**src/rtl/imm_gen_pipe.sv**
```systemverilog
// ============================================================================
// imm_gen_pipe
//   Registered immediate generator for the ID stage. Decodes the RV32I/RV64I
//   immediate formats (I, S, B, U, J and the CSR zimm) from the incoming
//   instruction and stores the result, together with the instruction and its
//   PC, in a 2-entry skid buffer.
//
//   Handshake: a beat transfers on the input side when in_valid & in_ready at
//   a rising clk edge, and on the output side when out_valid & out_ready. A
//   producer may not withdraw or change a beat while valid is high and ready
//   is low. out_* stay stable until they are consumed.
//
// Ports
//   clk, rst_n    clock, asynchronous active-low reset
//   flush         drops every buffered entry and any same-cycle input
//   in_valid      in_instr/in_pc carry a beat
//   in_ready      buffer can take a beat (registered)
//   in_instr      32-bit instruction word
//   in_pc         PC of the instruction
//   out_valid     out_* carry a beat
//   out_ready     downstream takes the beat
//   out_instr     instruction passed through
//   out_pc        PC passed through
//   out_imm       decoded immediate, XLEN bits
//   out_fmt       0 NONE, 1 I, 2 S, 3 B, 4 U, 5 J, 6 Z
//   out_illegal   opcode not recognised
//   state_dbg     buffer occupancy state (0 EMPTY, 1 HALF, 2 FULL)
// ============================================================================
module imm_gen_pipe #(
   parameter int XLEN = 32
) (
   input  logic            clk,
   input  logic            rst_n,
   input  logic            flush,
   input  logic            in_valid,
   output logic            in_ready,
   input  logic [31:0]     in_instr,
   input  logic [XLEN-1:0] in_pc,
   output logic            out_valid,
   input  logic            out_ready,
   output logic [31:0]     out_instr,
   output logic [XLEN-1:0] out_pc,
   output logic [XLEN-1:0] out_imm,
   output logic [2:0]      out_fmt,
   output logic            out_illegal,
   output logic [1:0]      state_dbg
);

   localparam logic [2:0] FMT_NONE = 3'd0;
   localparam logic [2:0] FMT_I    = 3'd1;
   localparam logic [2:0] FMT_S    = 3'd2;
   localparam logic [2:0] FMT_B    = 3'd3;
   localparam logic [2:0] FMT_U    = 3'd4;
   localparam logic [2:0] FMT_J    = 3'd5;
   localparam logic [2:0] FMT_Z    = 3'd6;

   typedef enum logic [1:0] {
      EMPTY = 2'd0,
      HALF  = 2'd1,
      FULL  = 2'd2
   } state_t;

   typedef struct packed {
      logic [31:0]     instr;
      logic [XLEN-1:0] pc;
      logic [XLEN-1:0] imm;
      logic [2:0]      fmt;
      logic            illegal;
   } entry_t;

   state_t state;
   entry_t head;   // drives out_*
   entry_t skid;   // second entry, only meaningful in FULL
   entry_t dec;    // decoded form of the current input

   logic [XLEN-1:0] dec_imm;
   logic [2:0]      dec_fmt;
   logic            dec_ill;
   logic            accept;
   logic            pop;

   // ---------------------------------------------------------------------
   // Combinational decode. The immediate is first filled with the sign bit
   // and then the low bits are overwritten, which sign-extends to any XLEN.
   // ---------------------------------------------------------------------
   always_comb begin
      dec_imm = '0;
      dec_fmt = FMT_NONE;
      dec_ill = 1'b0;
      case (in_instr[6:0])
         7'b0000011, 7'b0010011, 7'b1100111, 7'b0001111: begin
            dec_imm        = {XLEN{in_instr[31]}};
            dec_imm[11:0]  = in_instr[31:20];
            dec_fmt        = FMT_I;
         end
         7'b0011011: begin
            if (XLEN == 64) begin
               dec_imm       = {XLEN{in_instr[31]}};
               dec_imm[11:0] = in_instr[31:20];
               dec_fmt       = FMT_I;
            end else begin
               dec_ill = 1'b1;
            end
         end
         7'b0100011: begin
            dec_imm       = {XLEN{in_instr[31]}};
            dec_imm[11:0] = {in_instr[31:25], in_instr[11:7]};
            dec_fmt       = FMT_S;
         end
         7'b1100011: begin
            dec_imm       = {XLEN{in_instr[31]}};
            dec_imm[12:0] = {in_instr[31], in_instr[7], in_instr[30:25],
                             in_instr[11:8], 1'b0};
            dec_fmt       = FMT_B;
         end
         7'b0110111, 7'b0010111: begin
            dec_imm       = {XLEN{in_instr[31]}};
            dec_imm[31:0] = {in_instr[31:12], 12'b0};
            dec_fmt       = FMT_U;
         end
         7'b1101111: begin
            dec_imm       = {XLEN{in_instr[31]}};
            dec_imm[20:0] = {in_instr[31], in_instr[19:12], in_instr[20],
                             in_instr[30:21], 1'b0};
            dec_fmt       = FMT_J;
         end
         7'b1110011: begin
            // Only the CSR*I forms (funct3[2]=1) carry a zimm.
            if (in_instr[14]) begin
               dec_imm[4:0] = in_instr[19:15];
               dec_fmt      = FMT_Z;
            end
         end
         7'b0110011: begin
         end
         7'b0111011: begin
            if (XLEN != 64) dec_ill = 1'b1;
         end
         default: dec_ill = 1'b1;
      endcase
   end

   always_comb begin
      dec.instr   = in_instr;
      dec.pc      = in_pc;
      dec.imm     = dec_imm;
      dec.fmt     = dec_fmt;
      dec.illegal = dec_ill;
   end

   // A flush discards the same-cycle input.
   assign accept = in_valid & in_ready & ~flush;
   assign pop    = out_valid & out_ready;

   // ---------------------------------------------------------------------
   // Skid buffer FSM. in_ready is the registered image of (next != FULL).
   // ---------------------------------------------------------------------
   always_ff @(posedge clk or negedge rst_n) begin
      if (!rst_n) begin
         state     <= EMPTY;
         out_valid <= 1'b0;
         in_ready  <= 1'b1;
         head      <= '0;
         skid      <= '0;
      end else if (flush) begin
         state     <= EMPTY;
         out_valid <= 1'b0;
         in_ready  <= 1'b1;
      end else begin
         case (state)
            EMPTY: begin
               if (accept) begin
                  head      <= dec;
                  out_valid <= 1'b1;
                  state     <= HALF;
               end
            end
            HALF: begin
               if (accept && !pop) begin
                  skid     <= dec;
                  state    <= FULL;
                  in_ready <= 1'b0;
               end else if (pop && !accept) begin
                  out_valid <= 1'b0;
                  state     <= EMPTY;
               end else if (pop && accept) begin
                  // Head leaves, new entry takes its place: 1 beat/clk.
                  head <= dec;
               end
            end
            FULL: begin
               if (pop) begin
                  head     <= skid;
                  state    <= HALF;
                  in_ready <= 1'b1;
               end
            end
            default: begin
               state     <= EMPTY;
               out_valid <= 1'b0;
               in_ready  <= 1'b1;
            end
         endcase
      end
   end

   assign out_instr   = head.instr;
   assign out_pc      = head.pc;
   assign out_imm     = head.imm;
   assign out_fmt     = head.fmt;
   assign out_illegal = head.illegal;
   assign state_dbg   = state;

endmodule

```
**config.mk**
```make
export PLATFORM = sky130hd
export DESIGN_NAME = imm_gen_pipe
export DESIGN_NICKNAME = d
export VERILOG_FILES = /design/src/rtl/imm_gen_pipe.sv
export SDC_FILE = /design/constraint.sdc
export NUM_CORES = 1
export LEC_CHECK = 0
export BUFFER_PORTS_ARGS = -buffer_cell sky130_fd_sc_hd__buf_2
export CAP_MARGIN = 20
export CORE_ASPECT_RATIO = 0.5
export CORE_MARGIN = 2
export CORE_UTILIZATION = 40
export CTS_CLUSTER_SIZE = 10
export DETAILED_ROUTE_END_ITERATION = 8
export SLEW_MARGIN = 20
export SYNTH_ARGS = -nofsm -noshare
export SYNTH_HDL_FRONTEND = slang
export SYNTH_SLANG_ARGS = --single-unit
```
**constraint.sdc**
```tcl
create_clock -name clk -period 2.25 [get_ports clk]
set_input_delay 0.3375 -clock clk [delete_from_list [all_inputs] [get_ports clk]]
set_output_delay 0.3375 -clock clk [all_outputs]
set_load 0.01 [all_outputs]
```
==> results of run 1 <==
-- cells in the mapped netlist (4+ instances only) --
master    number  area, sq um
a211oi_1       5        37.54
a21o_1         8        60.06
a21oi_1        6        30.03
a21oi_2       11        96.34
a221oi_1       6        52.55
a22o_1         6        52.55
a31oi_1       75        469.2
a32oi_1        6        52.55
and2_1         4        25.02
and3_1        21        131.4
buf_2         24        120.1
clkbuf_1      46        172.7
dfrtp_1      203         5080
inv_1          5        18.77
nand2_1      387         1453
nand3_1       11        55.05
nor2_1       108        405.4
nor2b_1        5        31.28
o211ai_1       6        45.04
o21ai_0       37        185.2
o21ai_1       20        100.1
o22ai_1        5        31.28
or3_1          6        37.54
-- kinds of logic after synthesis --
family	synth area share [%]
buf+inv	3.950
compound gates	14.64
simple gates	24.85
flops	56.56
-- per-stage QoR --
| step | hold WS, ns | instance area (sq um) | std cells | util, % | setup WS [ns] |
|---|---|---|---|---|---|
| 5_1_grt | 0.03301 | 10940 | 1501 | 49.93 | 0.01692 |
| 3_5_place_dp | 0.2417 | 10270 | 1465 | 46.84 | 0.07707 |
| 6_report | 0.02888 | 10940 | 1501 | 49.93 | 0.1643 |
| 2_1_floorplan | 0.04191 | 9027 | 1042 | - | 0.3630 |
| 3_3_place_gp | 0.2390 | 10270 | 1465 | 46.84 | 0.1276 |
| 4_1_cts | 0.01170 | 10940 | 1501 | 49.93 | 0.1567 |
-- power groups by stage --
stage | registers (mW) | logic [mW] | clock network (mW)
CTS | 5.82 | 3.23 | 3.55
global placement | 5.82 | 3.14 | 0
finish | 5.81 | 3.19 | 3.46
detailed placement | 5.87 | 3.22 | 0
floorplan | 6.02 | 1.64 | 0
global route | 5.99 | 3.60 | 3.71
-- registers in the layout, summed over array words and instances, names as in the netlist --
name / cells
in_ready: 1
out_fmt: 3
out_illegal: 1
out_imm: 32
out_instr: 32
out_pc: 32
out_valid: 1
skid: 100
state_dbg: 2
-- repair_timing --
| action | in CTS | in global routing |
|---|---|---|
| hold endpoints to repair | 25 | 0 |
| gates resized for setup | 0 | 0 |
| hold buffers | 1 | 0 |
-- worst min-delay path: stages --
cell and delay, ns:
buf_2 0.08, nand2_1 0.04, nand2_1 0.05
-- area by class of cell --
class | instances | area share [%]
inverter | 5 | 0.1715
tap | 300 | 3.430
sequential | 204 | 46.66
timing repair buffer | 200 | 10.80
clock buffer | 34 | 6.025
multi-input combinational | 757 | 32.85
clock inverter | 1 | 0.06860
-- path summary, 6_finish.rpt --
kind                               from       endpoint  cells past startpoint  slack (ns)
max                        state_dbg[1]  out_instr[13]                      5        0.16
min                            in_pc[7]       skid[43]                      3        0.03
max reg2reg                state_dbg[1]  out_instr[13]                      5        0.16
min reg2reg                    skid[44]       skid[44]                      2        0.47
max in group asynchronous         rst_n     out_imm[5]                      3        1.23
min in group asynchronous         rst_n  out_instr[17]                      2        0.27
-- routing by layer --
layer / share of wire, % / routed length (um) / vias to the layer above / track usage, %
met5: 0 / 0 / - / 0
met4: 1.5 / 378 / 0 / 4.061
met3: 4.9 / 1222 / 25 / 3.429
met2: 46 / 11480 / 220 / 33.42
met1: 48 / 12000 / 3880 / 30.52
li1: - / - / 3780 / -
==> flow_summary.yaml, run 1 <==
outcome:
  status: "complete, no violations"
pwr:
  pwr-share-seq_pct: 46.6
  p_comb_share_pct: 25.6
  power_mw: 12.46
  p_int_mw: 8.399
  swShare_pct: 32.57
  power.leakage_nw: 5.201
  switching_power_mw: 4.057
  ir_drop_mv: 0.4960
  cellPowerDensity_nw_per_um2: 1138
  p_clk_share_pct: 27.8
cts:
  post_cts_buffers: 0
  clock_sinks: 204
  cts-root-buf: "clkbuf_16"
  numCtsBuffers: 24
  cts_tree: "built"
  htreeDepth: 1
  clk_latency_ns: 0.52
  clkTransAtPathRegs_ns: 0.06
  clock_path_buffers: 3
critical_path:
  path_cells: "nor2b_4 > buf_4 > buf_4 > nand2_1 > a31oi_1"
  critPathLaunchType: "flop"
  required_ns: 2.67
  crit_family: "buffers and inverters"
  setup.worst_path.end_class: "flop"
  critPathSlowestCell: "buf_4"
  crit_top_cell: "buf_4"
  crit_path_max_fanout: 45
  cp.arrival_ns: 2.50
  crit_type: "reg -> reg"
  cp.buffers_inverters: 2
  cpPeakStageDelay_ns: 0.50
die:
  die_x_um: 216.5
  dieArea_sq_um: 23860
  floorplan.initialDensity_pct: 41.19
  num_rows: 38
  io_pins: 173
  core_area_sq_um: 21920
  chipHeight_um: 110.2
timing:
  rsz0062_at_grt: "false"
  hold_viol: 0
  skew_ns: 0.01116
  setup_viol: 0
  relSlewSlack_pct: 58.31
  worstMarginPinSlew_ns: 0.6254
  min_period_ns: 2.086
  fmax_ghz: 0.4794
  fin_crit_sh_pct: 92.70
  setup_tns_ns: 0
  maxSlewViolCount: 0
hold_path:
  hp-class: "in -> reg"
grt:
  antenna_found_initial: 0
  grt_overflow: 0
  grt_pass1_vias: 7333
  grt_max_degree: 90
  grtUsageTotal_pct: 20.97
  grt_pass1_wl_um: 39920
layout:
  multi_input_area_sq_um: 3595
  register_area_sq_um: 5106
  layout_commonest_cell: "nand2_1"
  flow.area_growth_from_synthesis_pct: 21.23
  antenna_cells: 0
  nets: 1261
  final_cell_mix: "387 x nand2_1, 203 x dfrtp_1, 171 x buf_2"
  drive_gt1_share_pct: 20.40
  fillers: 2115
detailed_routing:
  drt_iter0_drc: 687
  drcViolationCount: 0
  drt-total-wl_um: 25070
  ant_nets: 0
  drt-pass1-iter-count: 5
  wire_per_inst_um: 16.70
  viasPerCell: 5.266
  routed-via-count: 7905
synthesis:
  syn-num-nets: 1111
  synth-seq-area-share_pct: 56.56
  async_reset_ff_share_pct: 100.0
  syn_area_per_cell_sq_um: 8.664
  syn_inst: 1042
  ys.flop_type: "dfrtp_1"
  ys_seq_elements: 204
  synth_cell_types: 47
  ys_warn_count: 0
  synth_edf_count: 0
  synth_area_sq_um: 9027
place:
  dp_hpwl_um: 16630
  place_congestion: 0.8886
  portBuffers: 172
job:
  cap_violations: 0
Power figures use the tool's default switching activity.
==> inputs of run 2 (changes only) <==
--- a/config.mk
+++ b/config.mk
@@ -7,11 +7,12 @@
 export LEC_CHECK = 0
 export BUFFER_PORTS_ARGS = -buffer_cell sky130_fd_sc_hd__buf_2
 export CAP_MARGIN = 20
-export CORE_ASPECT_RATIO = 0.5
+export CORE_ASPECT_RATIO = 0.75
 export CORE_MARGIN = 2
-export CORE_UTILIZATION = 40
+export CORE_UTILIZATION = 55
 export CTS_CLUSTER_SIZE = 10
 export DETAILED_ROUTE_END_ITERATION = 8
+export PLACE_DENSITY = 0.79
 export SLEW_MARGIN = 20
 export SYNTH_ARGS = -nofsm -noshare
 export SYNTH_HDL_FRONTEND = slang
==> run 2 against run 1 <==
- maximum frequency increased by 1.4%
- worst setup slack gained 0.029 ns
- highest routed layer unchanged
- via count rose by 1.0%
- critical endpoint is now skid[34]
- non-clock buffer count rose by 1
- total power shrank 0.12%
- count of clock-buffer cells in the layout up 2
- sequential share of layout area is 0.33 points higher
- largest power group unchanged
- critical path depth unchanged
- utilization grew 18 points
==> flow_summary.yaml, run 2 (synthesized netlist as in run 1, its figures left out) <==
cts:
  clkTransAtPathRegs_ns: 0.06
  clock_path_buffers: 3
  post_cts_buffers: 0
  cts_tree: "built"
  htreeDepth: 1
  clk_latency_ns: 0.51
  clock_sinks: 204
  cts-root-buf: "clkbuf_16"
  numCtsBuffers: 24
place:
  dp_hpwl_um: 15340
  dp_cells: 1376
  portBuffers: 172
  place_congestion: 0.8787
detailed_routing:
  wire_per_inst_um: 16.55
  ant_nets: 0
  drt_iter0_drc: 580
  viasPerCell: 5.648
  drt-pass1-iter-count: 7
  routed-via-count: 7986
  drt-total-wl_um: 23400
  drcViolationCount: 0
die:
  chipHeight_um: 115.0
  num_rows: 40
  die_x_um: 151.9
  io_pins: 173
  floorplan.initialDensity_pct: 56.37
  core_area_sq_um: 16020
  dieArea_sq_um: 17460
critical_path:
  crit_family: "simple AND/OR/NAND/NOR gates"
  critPathLaunchType: "flop"
  r2r_start: "in_ready"
  critPathSlowestCell: "and2_1"
  crit_path_max_fanout: 11
  worst-r2r-cell-count: 5
  required_ns: 2.62
  path_cells: "and3b_1 > nand2_1 > nor3_4 > and2_1 > a21oi_1"
  r2r_end: "skid[34]"
  r2r_slack_ns: 0.19
  setup.worst_path.end_class: "flop"
  cp.buffers_inverters: 0
  cp.arrival_ns: 2.42
  crit_type: "reg -> reg"
  cpPeakStageDelay_ns: 0.59
layout:
  layout.cells.non_filler: 1414
  regMostFlops: "skid"
  largest_reg_flops: 100
  drive_gt1_share_pct: 20.43
  final_cell_mix: "387 x nand2_1, 203 x dfrtp_1, 171 x buf_2"
  antenna_cells: 0
  flow.area_growth_from_synthesis_pct: 20.39
  layout_commonest_cell: "nand2_1"
  nets: 1262
  fillers: 1300
timing:
  worstMarginPinSlew_ns: 0.6825
  hold_viol: 0
  skew_ns: 0.01553
  setup_tns_ns: 0
  rsz0062_at_grt: "false"
  relSlewSlack_pct: 54.50
  setup_viol: 0
  fin_crit_sh_pct: 91.40
  fmax_ghz: 0.4862
  maxSlewViolCount: 0
  min_period_ns: 2.057
pwr:
  ir_drop_mv: 0.6417
  cellPowerDensity_nw_per_um2: 1145
  power.leakage_nw: 5.220
hold_path:
  whs_path_depth: 3
  hp-class: "in -> reg"
  hold_start: "in_pc[12]"
  hold_end: "skid[48]"
grt:
  grt_overflow: 0
  antenna_found_initial: 0
  grt_pass1_wl_um: 38380
  grtUsageTotal_pct: 26.77
  grt_max_degree: 90
  grt_pass1_vias: 7487
outcome:
  status: "complete, no violations"
job:
  cap_violations: 0
## run 2: metal layers
metal	part of all wire, %	track usage (%)	vias to the layer above
li1	-	-	3775
met1	45	40.06	3853
met2	45	40.90	317
met3	8.2	5.164	41
met4	2.0	6.604	0
met5	0	0	-
## run 2: timing repair
action	4_1_cts	5_1_grt
endpoints found under the hold margin	54	0
gates resized for setup	0	1
hold buffers	1	0
endpoints found under the setup margin	0	5
## run 2: layout make-up
class                           instances  area, sq um  area share (%)
Clock buffer                           36        666.9           6.136
Tap cell                              210        262.8           2.418
Inverter                                5        18.77          0.1727
Timing Repair Buffer                  201         1202           11.06
Multi-Input combinational cell        757         3606           33.18
Clock inverter                          1        5.005         0.04605
Sequential cell                       204         5106           46.98
## run 2: per-stage QoR
stage / worst slack, ns / util, % / hold WS (ns) / area [sq um] / power [mW]
5_1_grt: 0.08007 / 67.86 / 0.04331 / 10870 / 13.23
2_1_floorplan: 0.3630 / - / 0.04191 / 9027 / 7.660
3_3_place_gp: 0.1896 / 63.55 / 0.3511 / 10180 / 8.896
3_5_place_dp: 0.1524 / 63.55 / 0.3528 / 10180 / 9.077
6_report: 0.1934 / 67.86 / 0.03312 / 10870 / 12.44
4_1_cts: 0.1334 / 67.81 / 0.02706 / 10860 / 12.51
## run 2: worst max-delay path by stage
stage,startpoint,to,slack (ns),depth (start not counted)
2_1_floorplan,in_ready,skid[90],0.36,8
3_3_place_gp,in_instr[6],skid[34],0.19,7
3_5_place_dp,in_ready,skid[13],0.15,5
4_1_cts,in_ready,skid[10],0.13,5
5_1_grt,in_ready,skid[34],0.08,5
6_report,in_ready,skid[34],0.19,5
## run 2: tightest hold or removal path, delay by kind of cell
kind                   cells  cell delay, ns
and+or+nand+nor            2            0.09
buffers and inverters      1            0.09
## run 2: report_power, final
part | switching [mW] | total (mW) | internal, mW | leakage [nW]
Sequential | 0.779 | 5.84 | 5.06 | 2.50
Clock | 1.40 | 3.41 | 2.01 | 0.325
Combinational | 1.85 | 3.19 | 1.34 | 2.40
==> inputs of run 3 (changes only) <==
--- a/config.mk
+++ b/config.mk
@@ -10,8 +10,9 @@
 export CORE_ASPECT_RATIO = 0.75
 export CORE_MARGIN = 2
 export CORE_UTILIZATION = 55
-export CTS_CLUSTER_SIZE = 10
+export CTS_CLUSTER_SIZE = 30
 export DETAILED_ROUTE_END_ITERATION = 8
+export MAX_ROUTING_LAYER = met4
 export PLACE_DENSITY = 0.79
 export SLEW_MARGIN = 20
 export SYNTH_ARGS = -nofsm -noshare
==> run 3 against run 2 <==
- sequential cell count unchanged
- clock power barely moved
- clock skew shrank 0.0068 ns
- die area did not move
- first-iteration DRC count is 8.1% higher
- cell area about the same
- largest power group unchanged
- critical endpoint is now skid[13]
- sequential share of layout area is essentially flat
- total power unchanged
- via count is 1.1% lower
- highest routed layer unchanged
- sequential power about the same
==> flow_summary.yaml, run 3 (synthesized netlist as in run 1, its figures left out) <==
outcome:
  status: "complete, no violations"
place:
  dp_hpwl_um: 15340
  pre_cts_slack_ns: 0.1524
  dp_cells: 1376
  placed_area_sq_um: 10180
  place_congestion: 0.8932
  portBuffers: 172
layout:
  regMostFlops: "skid"
  layout_commonest_cell: "nand2_1"
  stdcell_area_sq_um: 10860
  flow.area_growth_from_synthesis_pct: 20.32
  largest_reg_flops: 100
  final_cell_mix: "387 x nand2_1, 203 x dfrtp_1, 171 x buf_2"
  fin_util_pct: 67.82
  fillers: 1290
  nets: 1258
  antenna_cells: 0
  layout.cells.non_filler: 1410
  drive_gt1_share_pct: 20.75
timing:
  min_period_ns: 2.046
  relSlewSlack_pct: 54.84
  setup_viol: 0
  rsz0062_at_grt: "false"
  setup_tns_ns: 0
  layout_setup_ws_ns: 0.2038
  skew_ns: 0.008689
  fmax_ghz: 0.4887
  worstMarginPinSlew_ns: 0.6775
  maxSlewViolCount: 0
  hold_viol: 0
  fin_crit_sh_pct: 90.94
detailed_routing:
  drcViolationCount: 0
  wire_per_inst_um: 16.63
  drt-pass1-iter-count: 5
  drt_iter0_drc: 627
  routed-via-count: 7900
  drt-total-wl_um: 23450
  ant_nets: 0
  viasPerCell: 5.603
critical_path:
  cpPeakStageDelay_ns: 0.57
  path_cells: "and3b_1 > nand2_1 > or3_4 > a211oi_4 > a22o_1"
  cp.arrival_ns: 2.47
  setup.worst_path.end_class: "flop"
  crit_type: "reg -> reg"
  required_ns: 2.67
  cp.buffers_inverters: 0
  cp_num_cells: 5
  critPathSlowestCell: "dfstp_2"
  crit_path_max_fanout: 18
  worst-r2r-cell-count: 5
  crit_family: "simple AND/OR/NAND/NOR gates"
  critPathLaunchType: "flop"
pwr:
  ir_drop_mv: 0.5763
  power.leakage_nw: 5.223
  cellPowerDensity_nw_per_um2: 1145
job:
  cap_violations: 0
cts:
  clk_latency_ns: 0.49
  numCtsBuffers: 20
  post_cts_buffers: 0
  clock_sinks: 204
  cts-root-buf: "clkbuf_16"
  htreeDepth: 1
  clock_path_buffers: 3
  clkTransAtPathRegs_ns: 0.06
  cts_tree: "built"
die:
  io_pins: 173
  num_rows: 40
  die_x_um: 151.9
  chipHeight_um: 115.0
  floorplan.initialDensity_pct: 56.37
  core_area_sq_um: 16020
  dieArea_sq_um: 17460
grt:
  antenna_found_initial: 0
  grt_overflow: 0
  grt_pass1_wl_um: 38250
  grt_max_degree: 90
  grtUsageTotal_pct: 27.59
  grt_pass1_vias: 7361
hold_path:
  whs_path_depth: 3
  hp-class: "in -> reg"
-- run 3: changes by cell type in the layout (fill, tap and decap cells not counted), sizes merged --
cell,previous run,this run
clkinv,1,2
clkbuf,37,30
bufinv,0,2
-- run 3: through the flow --
stage	power [mW]	hold slack, ns
after detailed placement	9.077	0.3528
after global routing	13.23	0.04840
after floorplan	7.660	0.04191
final	12.44	0.05335
after CTS	12.52	0.04118
after global placement	8.896	0.3511
-- run 3: worst paths after layout --
check | start | endpoint | slack, ns
setup / recovery | in_ready | skid[13] | 0.20
hold / removal | in_pc[23] | skid[59] | 0.05
setup reg to reg | in_ready | skid[13] | 0.20
hold reg to reg | skid[0] | skid[0] | 0.46
max in group asynchronous | rst_n | in_ready | 1.12
min in group asynchronous | rst_n | out_imm[28] | 0.38
-- run 3: where the power goes --
group	total [mW]	switching, mW	internal, mW
Clock	3.41	1.36	2.06
Sequential	5.83	0.775	5.05
Combinational	3.20	1.85	1.34
-- run 3: final cells by class --
type | instances | area (sq um) | share of cell area (%)
inverters | 5 | 18.77 | 0.1728
clock inverters | 4 | 70.07 | 0.6451
well taps | 210 | 262.8 | 2.419
repair buffers | 201 | 1202 | 11.07
flip-flops and latches | 204 | 5106 | 47.01
clock buffers | 29 | 595.6 | 5.483
multi-input cells | 757 | 3606 | 33.20
-- run 3: repair_timing --
item / 4_1_cts / 5_1_grt
gates resized for setup: 0 / 1
hold endpoints to repair: 54 / 0
hold buffers: 1 / 0
setup endpoints to repair: 0 / 6
-- run 3: metal layers --
layer | GRT usage (%) | routed length (um) | share of wire, % | up-vias
met4 | 5.670 | 454 | 1.9 | 0
met2 | 41.11 | 10510 | 45 | 302
met1 | 40.33 | 10850 | 46 | 3784
li1 | - | - | - | 3771
met3 | 4.825 | 1641 | 7.0 | 43
met5 | - | 0 | 0 | -
-- run 3: worst min-delay path, stage by stage --
cell and delay [ns]:
buf_2 0.09, nand2_1 0.04, nand2_1 0.04
